### src/rtl/change_return_sequencer_pkg.sv
//------------------------------------------------------------------------------
// Module   : change_return_sequencer_pkg
// Purpose  : Shared widths and state encoding for the change-return sequencer.
//            kNumCoins  - number of coin denominations
//            kTotalBits - width of every balance/remainder quantity
//            state_e    - sequencer states (IDLE, DISPENSE, DONE)
// Revision : 1.0 - initial release
//------------------------------------------------------------------------------
`default_nettype none

package change_return_sequencer_pkg;

  localparam int kNumCoins  = 3;
  localparam int kTotalBits = 16;

  typedef enum logic [1:0] {
    ST_IDLE     = 2'd0,
    ST_DISPENSE = 2'd1,
    ST_DONE     = 2'd2
  } state_e;

endpackage

`default_nettype wire

### src/rtl/change_return_sequencer_greedy_coin_select.sv
//------------------------------------------------------------------------------
// Module   : change_return_sequencer_greedy_coin_select
// Purpose  : Combinational greedy picker. Returns the largest coin whose value
//            does not exceed the remaining balance, as a one-hot vector plus
//            that coin's value. Both outputs are zero when no coin fits.
// Ports    : remaining [kTotalBits]  balance still to be returned
//            coin      [kNumCoins]   one-hot selected coin (0 = none fits)
//            value     [kTotalBits]  value of the selected coin (0 = none)
// Revision : 1.0 - initial release
//------------------------------------------------------------------------------
`default_nettype none

module change_return_sequencer_greedy_coin_select
  import change_return_sequencer_pkg::*;
#(
  parameter int COIN_VAL0 = 100,
  parameter int COIN_VAL1 = 500,
  parameter int COIN_VAL2 = 1000
) (
  input  logic [kTotalBits-1:0] remaining,
  output logic [kNumCoins-1:0]  coin,
  output logic [kTotalBits-1:0] value
);

  localparam logic [kTotalBits-1:0] c_val0 = kTotalBits'(COIN_VAL0);
  localparam logic [kTotalBits-1:0] c_val1 = kTotalBits'(COIN_VAL1);
  localparam logic [kTotalBits-1:0] c_val2 = kTotalBits'(COIN_VAL2);

  // Priority order from the largest denomination down gives the greedy choice.
  always_comb begin
    coin  = '0;
    value = '0;
    if (remaining >= c_val2) begin
      coin  = 3'b100;
      value = c_val2;
    end else if (remaining >= c_val1) begin
      coin  = 3'b010;
      value = c_val1;
    end else if (remaining >= c_val0) begin
      coin  = 3'b001;
      value = c_val0;
    end
  end

endmodule

`default_nettype wire

### src/rtl/change_return_sequencer.sv
//------------------------------------------------------------------------------
// Module   : change_return_sequencer
// Purpose  : Sequential change dispenser. On a return request (trigger or
//            expired wait timer) with a nonzero balance, latches the balance
//            and emits one coin per cycle, largest denomination first, until
//            the remainder is smaller than the smallest coin.
// Ports    : clk              system clock, rising edge
//            reset_n          asynchronous active-low reset
//            i_trigger_return user return request (level)
//            i_wait_time      wait timer value, 0 means expired
//            i_current_total  balance, sampled only at start
//            o_return_coin    registered one-hot coin emitted this cycle
//            o_busy           high in any state other than IDLE
//            o_done           high for the single DONE cycle
//            o_residue        undispensed remainder, valid from DONE onward
//            o_coin_count     (CHANGE_AUDIT_EN only) 16-bit saturating
//                             per-denomination coin counters, coin k at
//                             bits [16k+15:16k]
// Options  : define CHANGE_AUDIT_EN to add o_coin_count and its counters.
// Revision : 1.0 - initial release
//------------------------------------------------------------------------------
`default_nettype none

module change_return_sequencer
  import change_return_sequencer_pkg::*;
#(
  parameter int COIN_VAL0 = 100,
  parameter int COIN_VAL1 = 500,
  parameter int COIN_VAL2 = 1000
) (
  input  logic                  clk,
  input  logic                  reset_n,
  input  logic                  i_trigger_return,
  input  logic [31:0]           i_wait_time,
  input  logic [kTotalBits-1:0] i_current_total,
  output logic [kNumCoins-1:0]  o_return_coin,
  output logic                  o_busy,
  output logic                  o_done,
  output logic [kTotalBits-1:0] o_residue
`ifdef CHANGE_AUDIT_EN
  ,
  output logic [kNumCoins*16-1:0] o_coin_count
`endif
);

  localparam logic [kTotalBits-1:0] c_coin_min = kTotalBits'(COIN_VAL0);

  // Greedy selection is only correct for nonzero, strictly ascending values.
  if (!(COIN_VAL0 > 0 && COIN_VAL1 > COIN_VAL0 && COIN_VAL2 > COIN_VAL1))
  begin : g_coin_value_check
    $error("change_return_sequencer: coin values must be nonzero and strictly ascending");
  end

  state_e                state_q, state_d;
  logic [kTotalBits-1:0] remaining_q, remaining_d;
  logic [kNumCoins-1:0]  coin_d;
  logic [kTotalBits-1:0] residue_d;
  logic [kNumCoins-1:0]  sel_coin;
  logic [kTotalBits-1:0] sel_value;
  logic [kTotalBits-1:0] remaining_after;
  logic                  start;

  change_return_sequencer_greedy_coin_select #(
    .COIN_VAL0 (COIN_VAL0),
    .COIN_VAL1 (COIN_VAL1),
    .COIN_VAL2 (COIN_VAL2)
  ) u_select (
    .remaining (remaining_q),
    .coin      (sel_coin),
    .value     (sel_value)
  );

  assign start = (i_trigger_return || (i_wait_time == 32'd0)) &&
                 (i_current_total != '0);

  // Cannot underflow: sel_value is either 0 or a coin no larger than remaining.
  assign remaining_after = remaining_q - sel_value;

  always_comb begin
    state_d     = state_q;
    remaining_d = remaining_q;
    coin_d      = '0;
    residue_d   = o_residue;
    unique case (state_q)
      ST_IDLE: begin
        if (start) begin
          remaining_d = i_current_total;
          state_d     = ST_DISPENSE;
        end
      end
      ST_DISPENSE: begin
        if (sel_coin != '0) begin
          coin_d      = sel_coin;
          remaining_d = remaining_after;
          // Publish the residue on entry to DONE so it is valid alongside o_done.
          if (remaining_after < c_coin_min) begin
            state_d   = ST_DONE;
            residue_d = remaining_after;
          end
        end else begin
          state_d   = ST_DONE;
          residue_d = remaining_q;
        end
      end
      ST_DONE: begin
        residue_d = remaining_q;
        state_d   = ST_IDLE;
      end
      default: begin
        state_d = ST_IDLE;
      end
    endcase
  end

  always_ff @(posedge clk or negedge reset_n) begin
    if (!reset_n) begin
      state_q       <= ST_IDLE;
      remaining_q   <= '0;
      o_return_coin <= '0;
      o_residue     <= '0;
    end else begin
      state_q       <= state_d;
      remaining_q   <= remaining_d;
      o_return_coin <= coin_d;
      o_residue     <= residue_d;
    end
  end

  assign o_busy = (state_q != ST_IDLE);
  assign o_done = (state_q == ST_DONE);

`ifdef CHANGE_AUDIT_EN
  // Counters advance on the same edge that registers the coin bit high.
  for (genvar k = 0; k < kNumCoins; k++) begin : g_audit
    logic [15:0] count;
    always_ff @(posedge clk or negedge reset_n) begin
      if (!reset_n) begin
        count <= '0;
      end else if (coin_d[k] && (count != 16'hFFFF)) begin
        count <= count + 16'd1;
      end
    end
    assign o_coin_count[k*16 +: 16] = count;
  end
`endif

endmodule

`default_nettype wire

### config.mk
export PLATFORM = sky130hd
export DESIGN_NAME = change_return_sequencer
export DESIGN_NICKNAME = d
export VERILOG_FILES = /design/src/rtl/change_return_sequencer_pkg.sv /design/src/rtl/change_return_sequencer_greedy_coin_select.sv /design/src/rtl/change_return_sequencer.sv
export SDC_FILE = /design/constraint.sdc
export NUM_CORES = 1
export LEC_CHECK = 0
export BUFFER_PORTS_ARGS = -buffer_cell sky130_fd_sc_hd__buf_2
export CAP_MARGIN = 20
export CORE_UTILIZATION = 26
export CTS_CLUSTER_SIZE = 16
export DETAILED_ROUTE_END_ITERATION = 8
export RECOVER_POWER = 100
export SLEW_MARGIN = 5
export SYNTH_ARGS = -nofsm -noshare
export SYNTH_HDL_FRONTEND = slang
export SYNTH_SLANG_ARGS = --single-unit
### constraint.sdc
create_clock -name clk -period 7.1 [get_ports clk]
set_input_delay 0 -clock clk [delete_from_list [all_inputs] [get_ports clk]]
set_output_delay 0 -clock clk [all_outputs]
set_load 0.005 [all_outputs]
==> impl_metrics.yaml, run 1 <==
outcome:
  status: "finished, violations left"
  violations: "capacitance limit, slew limit"
final_layout:
  drive_gt1_share_pct: 22.7
  syn_to_final_growth_pct: 16.7
  final_common_cell: "buf_2"
  final_cell_mix: "buf_2 (58), dfrtp_1 (37), nor2_1 (29)"
  nets: 403
  fillerInstances: 1003
  n_antenna_cell: 0
drt:
  wire_per_inst_um: 15.5
  vias_per_cell: 5.05
  drc: 0
  ant_nets: 0
  routed_wl_um: 7310
  vias: 2390
  first_pass_iters: 4
  drt_iter0_markers: 104
timing:
  skew_ns: 0.00774
  whs_ns: 0.0246
  rsz0062_at_grt: "false"
  hold_viol_final: 0
  post-route-min-period_ns: 5.55
  post-route-period-util_pct: 78.1
  drv_slew: 38
  worst_slew_margin_rel_pct: -32.0
  tightestPinTransition_ns: 1.98
  fmax_ghz: 0.180
  setup_viol: 0
  fin_tns_setup_ns: 0
grt:
  grt_util_all_layers_pct: 14.7
  grt_first_pass_wirelength_um: 11600
  grt-ovfl-total: 0
  grt_max_degree: 38
  grt_pass1_vias: 2356
  antenna_found_initial: 0
setup_path:
  critPathKind: "flop to flop"
  worstSetupStartpointType: "flop"
  crit_required_ns: 7.27
  crit_fanout: 13
  arrival_ns: 5.72
  critPathCaptureType: "flop"
floorplanning:
  fp.dieW_um: 102
  rows: 35
  fp.coreArea_um2: 9420
  io_pins: 72
  die_y_um: 102
  die_area_um2: 10300
  start_util_pct: 27.4
power_and_ir_drop:
  powerDensity_nw_per_um2: 374
  p_leak_nw: 1.43
  ir_drop_uv: 89.2
clock_tree:
  clk_pin_slew_worst_paths_ns: 0.08
  hold_buffers: 3
  cts_resized: 0
  postCtsSetupRepairBufs: 0
  cts_tree: "yes"
  clock_sinks: 37
  numCtsBuffers: 5
  cts_buffer_depth: 2
  cts_root_buf: "clkbuf_8"
  cts-htree-levels: 2
  clock_latency_ns: 0.29
synth:
  syn_area_um2: 2580
  async_flop_share_pct: 100
  yosysSeqAreaShare_pct: 35.9
  synth_edf_count: 0
  ys.flop_type: "dfrtp_1"
  synth.net_count: 336
  syn_inst: 276
  postSynthAreaPerCell_um2: 9.35
  yosysWarnings: 0
  ys_ff_latch: 37
  yosysUniqueCellTypes: 64
worst_hold_path:
  hold_class: "input pin to flop"
placement:
  io_buffers: 71
  dp_hpwl_um: 5740
  place_congestion: 0.876
job:
  maxCapViolCount: 1
==> registers in the layout (all words and copies together), names as in the netlist <==
signal / count
o_residue: 16
o_return_coin: 3
remaining_q: 16
state_q: 2
==> path summary, 6_finish.rpt <==
kind / start / to / slack [ns] / cells past startpoint
min: i_current_total[13] / remaining_q[13] / 0.02 / 3
min in group asynchronous: reset_n / o_residue[3] / 0.82 / 2
min reg2reg: remaining_q[0] / o_residue[0] / 0.49 / 1
max: remaining_q[12] / o_residue[4] / 1.55 / 17
max reg2reg: remaining_q[12] / o_residue[4] / 1.55 / 17
max in group asynchronous: reset_n / remaining_q[10] / 5.15 / 2
==> metrics by stage <==
step	power [W]	setup slack, ns	utilization, %	std cells	instance area, um2
after floorplan	0.000866	2.72	-	276	2580
after global placement	0.00101	2.42	31.9	462	3010
after detailed placement	0.00103	2.21	31.9	462	3010
after CTS	0.00118	2.20	33.1	473	3120
after global routing	0.00122	1.07	32.0	473	3010
final	0.00113	1.55	32.0	473	3010
==> cell type report <==
cell class	count	area, um2	area share, %
Clock buffer	6	72.6	2.41
Clock inverter	2	10.0	0.333
Inverter	11	41.3	1.37
Multi-Input combinational cell	214	1430	47.5
Sequential cell	37	926	30.8
Tap cell	129	161	5.36
Timing Repair Buffer	74	369	12.3
==> critical path, cell delays in order, from the launching register on <==
cell	delay [ns]
dfrtp_1	0.45
nor2_1	0.26
nand3_1	0.17
or3_1	0.44
or4_1	0.61
inv_1	0.15
nor3_1	0.07
ha_1	0.20
inv_1	0.07
fa_1	0.22
a211oi_1	0.11
nor4_1	0.55
nor4_1	0.22
a2111o_1	0.43
o311a_2	0.15
o31ai_1	0.68
a21oi_4	0.27
mux2_1	0.37
==> synth_stat cells (3+ instances only) <==
cell	n	area [um2]
mux2_4	8	120
a21oi_1	19	95.1
buf_4	3	22.5
mux2i_1	7	70.1
mux2_2	7	78.8
a21o_1	4	30.0
o31a_1	3	26.3
nand4_1	6	37.5
buf_6	3	33.8
nand3_1	4	20.0
xnor2_1	6	52.6
o21ai_0	18	90.1
o22ai_1	3	18.8
nor3_1	7	35.0
dfrtp_1	37	926
buf_2	3	15.0
nor2_1	29	109
ha_1	8	100
nand2_1	22	82.6
clkbuf_1	5	18.8
inv_1	11	41.3
nor4_1	12	75.1
==> per-layer routing <==
metal | global-route usage (%) | wire length, um
met3 | 2.00 | 390
met4 | 6.80 | 218
met2 | 25.9 | 3490
met1 | 17.6 | 3210
met5 | 0 | 0
==> power breakdown <==
group	switching [W]	internal (W)	leakage (nW)
sequential	0.0000805	0.000284	0.470
combinational	0.000348	0.000267	0.918
clock	0.0000783	0.0000681	0.0450
total	0.000507	0.000619	1.43
==> cells by family (layout without fill, tap and decap cells) <==
logic type               count (synthesis)  in the layout  synth area share [%]
XOR/XNOR                                 7              7                  2.38
AND/OR/NAND/NOR                        103            103                  21.2
flip-flops                              37             37                  35.9
buffers and inverters                   25             93                  5.09
multiplexers                            22             22                  10.4
adder cells (fa/ha/maj)                  9              9                  4.66
AO/OA/AOI/OAI                           73             73                  20.3
Note: power is estimated with default switching activity, not from simulation.
==> run 2, diff against run 1 <==
- clock period: 7.1 -> 4.7 ns (I/O delays scaled with it)
==> run 2 against run 1 <==
Against the previous run: the run still ends with capacitance limit, slew limit left; largest power group unchanged; sequential share of layout area is 2.3 points lower; clock power is 50% higher; routed wire length is 4.1% higher; first-iteration DRC count is 71% higher; critical path depth is 2 lower; combinational power is 79% higher; setup slack worse by 1.3 ns; via count is 1.6% higher; count of clock-buffer cells in the layout is 1 lower; non-clock buffer count is 15 higher.
==> impl_metrics.yaml, run 2 (synthesized netlist as in run 1, its figures left out) <==
clock_tree:
  clock_latency_ns: 0.29
  cts-htree-levels: 2
  clock_sinks: 37
  clk_pin_slew_worst_paths_ns: 0.07
  cts_root_buf: "clkbuf_8"
  numCtsBuffers: 5
  cts_tree: "yes"
  cts_buffer_depth: 2
final_layout:
  syn_to_final_growth_pct: 26.1
  drive_gt1_share_pct: 31.7
  nets: 419
  finish.cell_count_without_fillers: 489
  final_cell_mix: "buf_2 (62), dfrtp_1 (37), nor2_1 (29)"
  largest_registers: "o_residue: 16 flops, remaining_q: 16 flops, o_return_coin: 3 flops"
  final_common_cell: "buf_2"
  n_antenna_cell: 0
grt:
  grt-ovfl-total: 0
  grt_first_pass_wirelength_um: 11700
  grt_util_all_layers_pct: 14.8
  antenna_found_initial: 0
  grt_max_degree: 38
  grt_pass1_vias: 2362
timing:
  skew_ns: 0.00583
  fin_tns_setup_ns: 0
  tightestPinTransition_ns: 2.07
  drv_slew: 38
  whs_ns: 0.0180
  hold_viol_final: 0
  setup_viol: 0
  fmax_ghz: 0.225
  post-route-min-period_ns: 4.45
  post-route-period-util_pct: 94.7
  worst_slew_margin_rel_pct: -37.7
setup_path:
  cp-startpoint: "remaining_q[11]"
  setup.worst_path.end: "o_residue[10]"
  critPathCaptureType: "flop"
  timing.rr.end: "o_residue[10]"
  r2r_start: "remaining_q[11]"
  r2r_cells: 15
  crit_fanout: 7
  critPathKind: "flop to flop"
  worstSetupStartpointType: "flop"
  r2r_setup_slack_ns: 0.25
  arrival_ns: 4.62
  crit_required_ns: 4.87
power_and_ir_drop:
  p_leak_nw: 1.56
  power.internal_w: 0.00103
  swShare_pct: 44.6
  clockPowerShare_pct: 11.8
  ir_drop_uv: 143
  combPwrFrac_pct: 59.4
  pwr-share-seq_pct: 28.8
  power_w: 0.00186
  powerDensity_nw_per_um2: 572
  p_switching_w: 0.000830
drt:
  routed_wl_um: 7610
  drt_iter0_markers: 178
  drc: 0
  vias: 2429
  first_pass_iters: 5
  vias_per_cell: 4.97
  wire_per_inst_um: 15.6
  ant_nets: 0
placement:
  dp_hpwl_um: 5870
  placed_cells: 473
  place_congestion: 0.914
  io_buffers: 71
floorplanning:
  rows: 35
  fp.dieW_um: 102
  start_util_pct: 27.4
  io_pins: 72
  fp.coreArea_um2: 9420
  die_area_um2: 10300
  die_y_um: 102
outcome:
  status: "finished, violations left"
  violations: "capacitance limit, slew limit"
worst_hold_path:
  hold_class: "input pin to flop"
job:
  maxCapViolCount: 1
-- run 2: cell types whose count changed in the layout (fill, tap and decap cells not counted), moves of 2 or more --
cell	before	now
buf_4	0	13
buf_1	2	0
mux2_1	8	0
nor4_1	14	12
buf_2	58	62
mux2_4	0	8
clkbuf_1	12	10
-- run 2: final cells by class --
cell class	instances	area, um2
inverter	11	41.3
multi-input combinational	215	1560
clock buffer	5	68.8
sequential	37	926
timing repair buffer	89	483
clock inverter	3	17.5
tap	129	161
fill	963	6160
-- run 2: metrics by stage --
stage | setup WS (ns) | util (%) | instance area [um2]
final | 0.251 | 34.6 | 3250
after CTS | 0.158 | 34.0 | 3210
after global placement | 0.297 | 32.8 | 3090
after global routing | -0.0106 | 34.6 | 3250
after floorplan | 0.318 | - | 2580
after detailed placement | 0.181 | 32.8 | 3090
-- run 2: how the worst min path moves through the flow --
stage | start | endpoint | slack [ns] | cells past startpoint
finish | i_current_total[5] | remaining_q[5] | 0.02 | 3
floorplan | reset_n | o_residue[0] | -0.30 | 0
detailed placement | reset_n | o_residue[5] | 0.16 | 1
CTS | i_current_total[5] | remaining_q[5] | 0.02 | 3
global route | i_current_total[2] | remaining_q[2] | 0.06 | 3
global placement | reset_n | o_residue[5] | 0.16 | 1
-- run 2: power groups by stage --
stage,clock network [W],logic (W),registers (W)
after floorplan,0,0.000787,0.000521
after global placement,0,0.00107,0.000540
after detailed placement,0,0.00108,0.000539
after CTS,0.000226,0.00108,0.000534
after global routing,0.000240,0.00123,0.000552
final,0.000219,0.00110,0.000536
-- run 2: critical path, cell delays in order (launching register included) --
cell	delay, ns
dfrtp_1	0.43
nor2_1	0.17
nand3_1	0.15
or3_1	0.45
or4_4	0.51
inv_1	0.11
ha_1	0.25
a21o_1	0.22
a31oi_1	0.21
a21boi_1	0.16
or4b_1	0.55
o311ai_4	0.14
o31ai_4	0.13
buf_4	0.17
a21oi_4	0.32
mux2_2	0.38
-- run 2: metal layers --
metal,vias to the layer above,global-route usage (%),share of wire (%)
met1,1128,18.3,43
met5,-,0,0
met3,12,2.14,5.6
met4,0,6.35,2.3
li1,1192,-,-
met2,97,25.5,49
-- run 2: what timing repair did --
action / in CTS / in global routing
resized for setup: 0 / 3
buffers inserted: 0 / 4
endpoints found under the hold margin: 39 / 0
hold buffers: 3 / 0
endpoints found under the setup margin: 0 / 13
==> run 3, diff against run 2 <==
--- a/config.mk
+++ b/config.mk
@@ -8,8 +8,11 @@
 export BUFFER_PORTS_ARGS = -buffer_cell sky130_fd_sc_hd__buf_2
 export CAP_MARGIN = 20
+export CELL_PAD_IN_SITES_DETAIL_PLACEMENT = 0
+export CELL_PAD_IN_SITES_GLOBAL_PLACEMENT = 1
 export CORE_UTILIZATION = 26
 export CTS_CLUSTER_SIZE = 16
 export DETAILED_ROUTE_END_ITERATION = 8
-export RECOVER_POWER = 100
+export PLACE_DENSITY_LB_ADDON = 0.1
+export RECOVER_POWER = 25
 export SLEW_MARGIN = 5
 export SYNTH_ARGS = -nofsm -noshare
==> constraint.sdc (replaced) <==
create_clock -name clk -period 4.7 [get_ports clk]
set_input_delay 0.94 -clock clk [delete_from_list [all_inputs] [get_ports clk]]
set_output_delay 0.94 -clock clk [all_outputs]
set_load 0.005 [all_outputs]
==> run 3 against run 2 <==
Against the previous run: non-clock buffer count rose by 4; sequential power is 3.9% lower; sequential share of layout area shrank 0.38 points; routed wire length rose by 6.6%; the run still ends with capacitance limit, slew limit left; sequential cell count did not move; design area rose by 1.3%; global-route usage up 2.2 points; count of clock-buffer cells in the layout up 1.
==> impl_metrics.yaml, run 3 (synthesized netlist as in run 1, its figures left out) <==
outcome:
  status: "finished, violations left"
  violations: "capacitance limit, slew limit"
final_layout:
  final_common_cell: "buf_2"
  drive_gt1_share_pct: 35.5
  fin_area_um2: 3300
  final_cell_mix: "buf_2 (70), dfrtp_1 (37), nor2_1 (29)"
  syn_to_final_growth_pct: 27.8
  nets: 422
  finish.cell_count_without_fillers: 492
  n_antenna_cell: 0
  largest_registers: "o_residue: 16 flops, remaining_q: 16 flops, o_return_coin: 3 flops"
timing:
  setup_viol: 0
  fmax_ghz: 0.227
  drv_slew: 38
  worst_slew_margin_rel_pct: -40.7
  skew_ns: 0.00954
  fin_tns_setup_ns: 0
  tightestPinTransition_ns: 2.11
  hold_viol_final: 0
  post-route-period-util_pct: 93.8
  post-route-min-period_ns: 4.41
  whs_ns: 0.508
  rsz0062_at_grt: "false"
placement:
  place_area_um2: 3170
  dp_hpwl_um: 6570
  place_congestion: 0.842
  io_buffers: 71
  placed_cells: 484
setup_path:
  worst-path-buf-inv: 2
  crit_fanout: 13
  crit_family: "simple AND/OR/NAND/NOR gates"
  arrival_ns: 4.58
  crit_chain: "nor2_1 > nand3_1 > or3_1 > or4_4 > inv_1 > ha_1 > a21o_1 > a31oi_1 > a21boi_1 > or4b_1 > o311ai_2 > buf_4 > o31ai_4 > a21oi_4 > mux2_2"
  critPathKind: "flop to flop"
  slowest_stage: "a21oi_4"
  critPathCaptureType: "flop"
  crit_required_ns: 4.88
  worstSetupStartpointType: "flop"
  cpPeakStageDelay_ns: 0.52
clock_tree:
  clock_sinks: 37
  cts-htree-levels: 2
  clock_latency_ns: 0.29
  cts_root_buf: "clkbuf_8"
  cts_tree: "yes"
  postCtsSetupRepairBufs: 0
  numCtsBuffers: 5
  clk_pin_slew_worst_paths_ns: 0.08
  cts_buffer_depth: 2
drt:
  drt_iter0_markers: 77
  wire_per_inst_um: 16.5
  drc: 0
  vias_per_cell: 4.76
  vias: 2343
  routed_wl_um: 8110
  first_pass_iters: 4
  ant_nets: 0
power_and_ir_drop:
  p_leak_nw: 1.62
  powerDensity_nw_per_um2: 603
  ir_drop_uv: 152
grt:
  grt_first_pass_wirelength_um: 13100
  grt-ovfl-total: 0
  antenna_found_initial: 0
  grt_max_degree: 38
  grt_util_all_layers_pct: 16.9
  grt_pass1_vias: 2420
floorplanning:
  io_pins: 72
  fp.dieW_um: 102
  die_area_um2: 10300
  fp.coreArea_um2: 9420
  start_util_pct: 27.4
  die_y_um: 102
  rows: 35
worst_hold_path:
  hold_class: "flop to flop"
job:
  maxCapViolCount: 1
-- run 3: cell count changes in the layout (fill, tap and decap cells not counted), sizes merged --
cell and delta:
clkinv -2, clkbuf -9, dlygate4sd3 -3, a21oi -1, buf +17, bufinv +1
-- run 3: area by class of cell --
type | instances | area (um2)
well taps | 129 | 161
repair buffers | 93 | 519
multi-input cells | 214 | 1530
inverters | 11 | 41.3
clock inverters | 2 | 37.5
clock buffers | 6 | 82.6
fillers | 1008 | 6120
flip-flops and latches | 37 | 926
-- run 3: what timing repair did --
item / CTS / global route
hold buffers: 0 / 0
hold endpoints to repair: 0 / 0
gates resized for setup: 0 / 1
endpoints found under the setup margin: 0 / 13
-- run 3: per-stage QoR --
stage / setup slack (ns) / util [%] / total power [W]
5_1_grt: 0.000629 / 35.0 / 0.00216
3_3_place_gp: 0.295 / 33.7 / 0.00171
6_report: 0.293 / 35.0 / 0.00199
2_1_floorplan: 0.318 / - / 0.00131
3_5_place_dp: 0.209 / 33.7 / 0.00171
4_1_cts: 0.180 / 35.0 / 0.00201
-- run 3: routing by layer --
metal | vias up | share of wire (%) | global-route usage [%] | wire, um
li1 | 1191 | - | - | -
met5 | - | 0 | 0 | 0
met2 | 48 | 48 | 29.4 | 3870
met1 | 1096 | 48 | 21.9 | 3860
met3 | 8 | 3.3 | 2.62 | 264
met4 | 0 | 1.4 | 3.90 | 110
-- run 3: path summary, 6_finish.rpt --
path	startpoint	to	slack, ns	cells past startpoint
worst max-delay path	remaining_q[12]	o_residue[6]	0.29	15
min in group asynchronous	reset_n	o_residue[1]	1.25	1
worst max register to register	remaining_q[12]	o_residue[6]	0.29	15
worst min-delay path	o_residue[3]	o_residue[3]	0.51	1
max in group asynchronous	reset_n	remaining_q[2]	2.24	1
worst min register to register	o_residue[3]	o_residue[3]	0.51	1
-- run 3: power by group --
group | switching, W | internal, W
combinational | 0.000635 | 0.000542
sequential | 0.0000865 | 0.000428
clock | 0.000122 | 0.000173
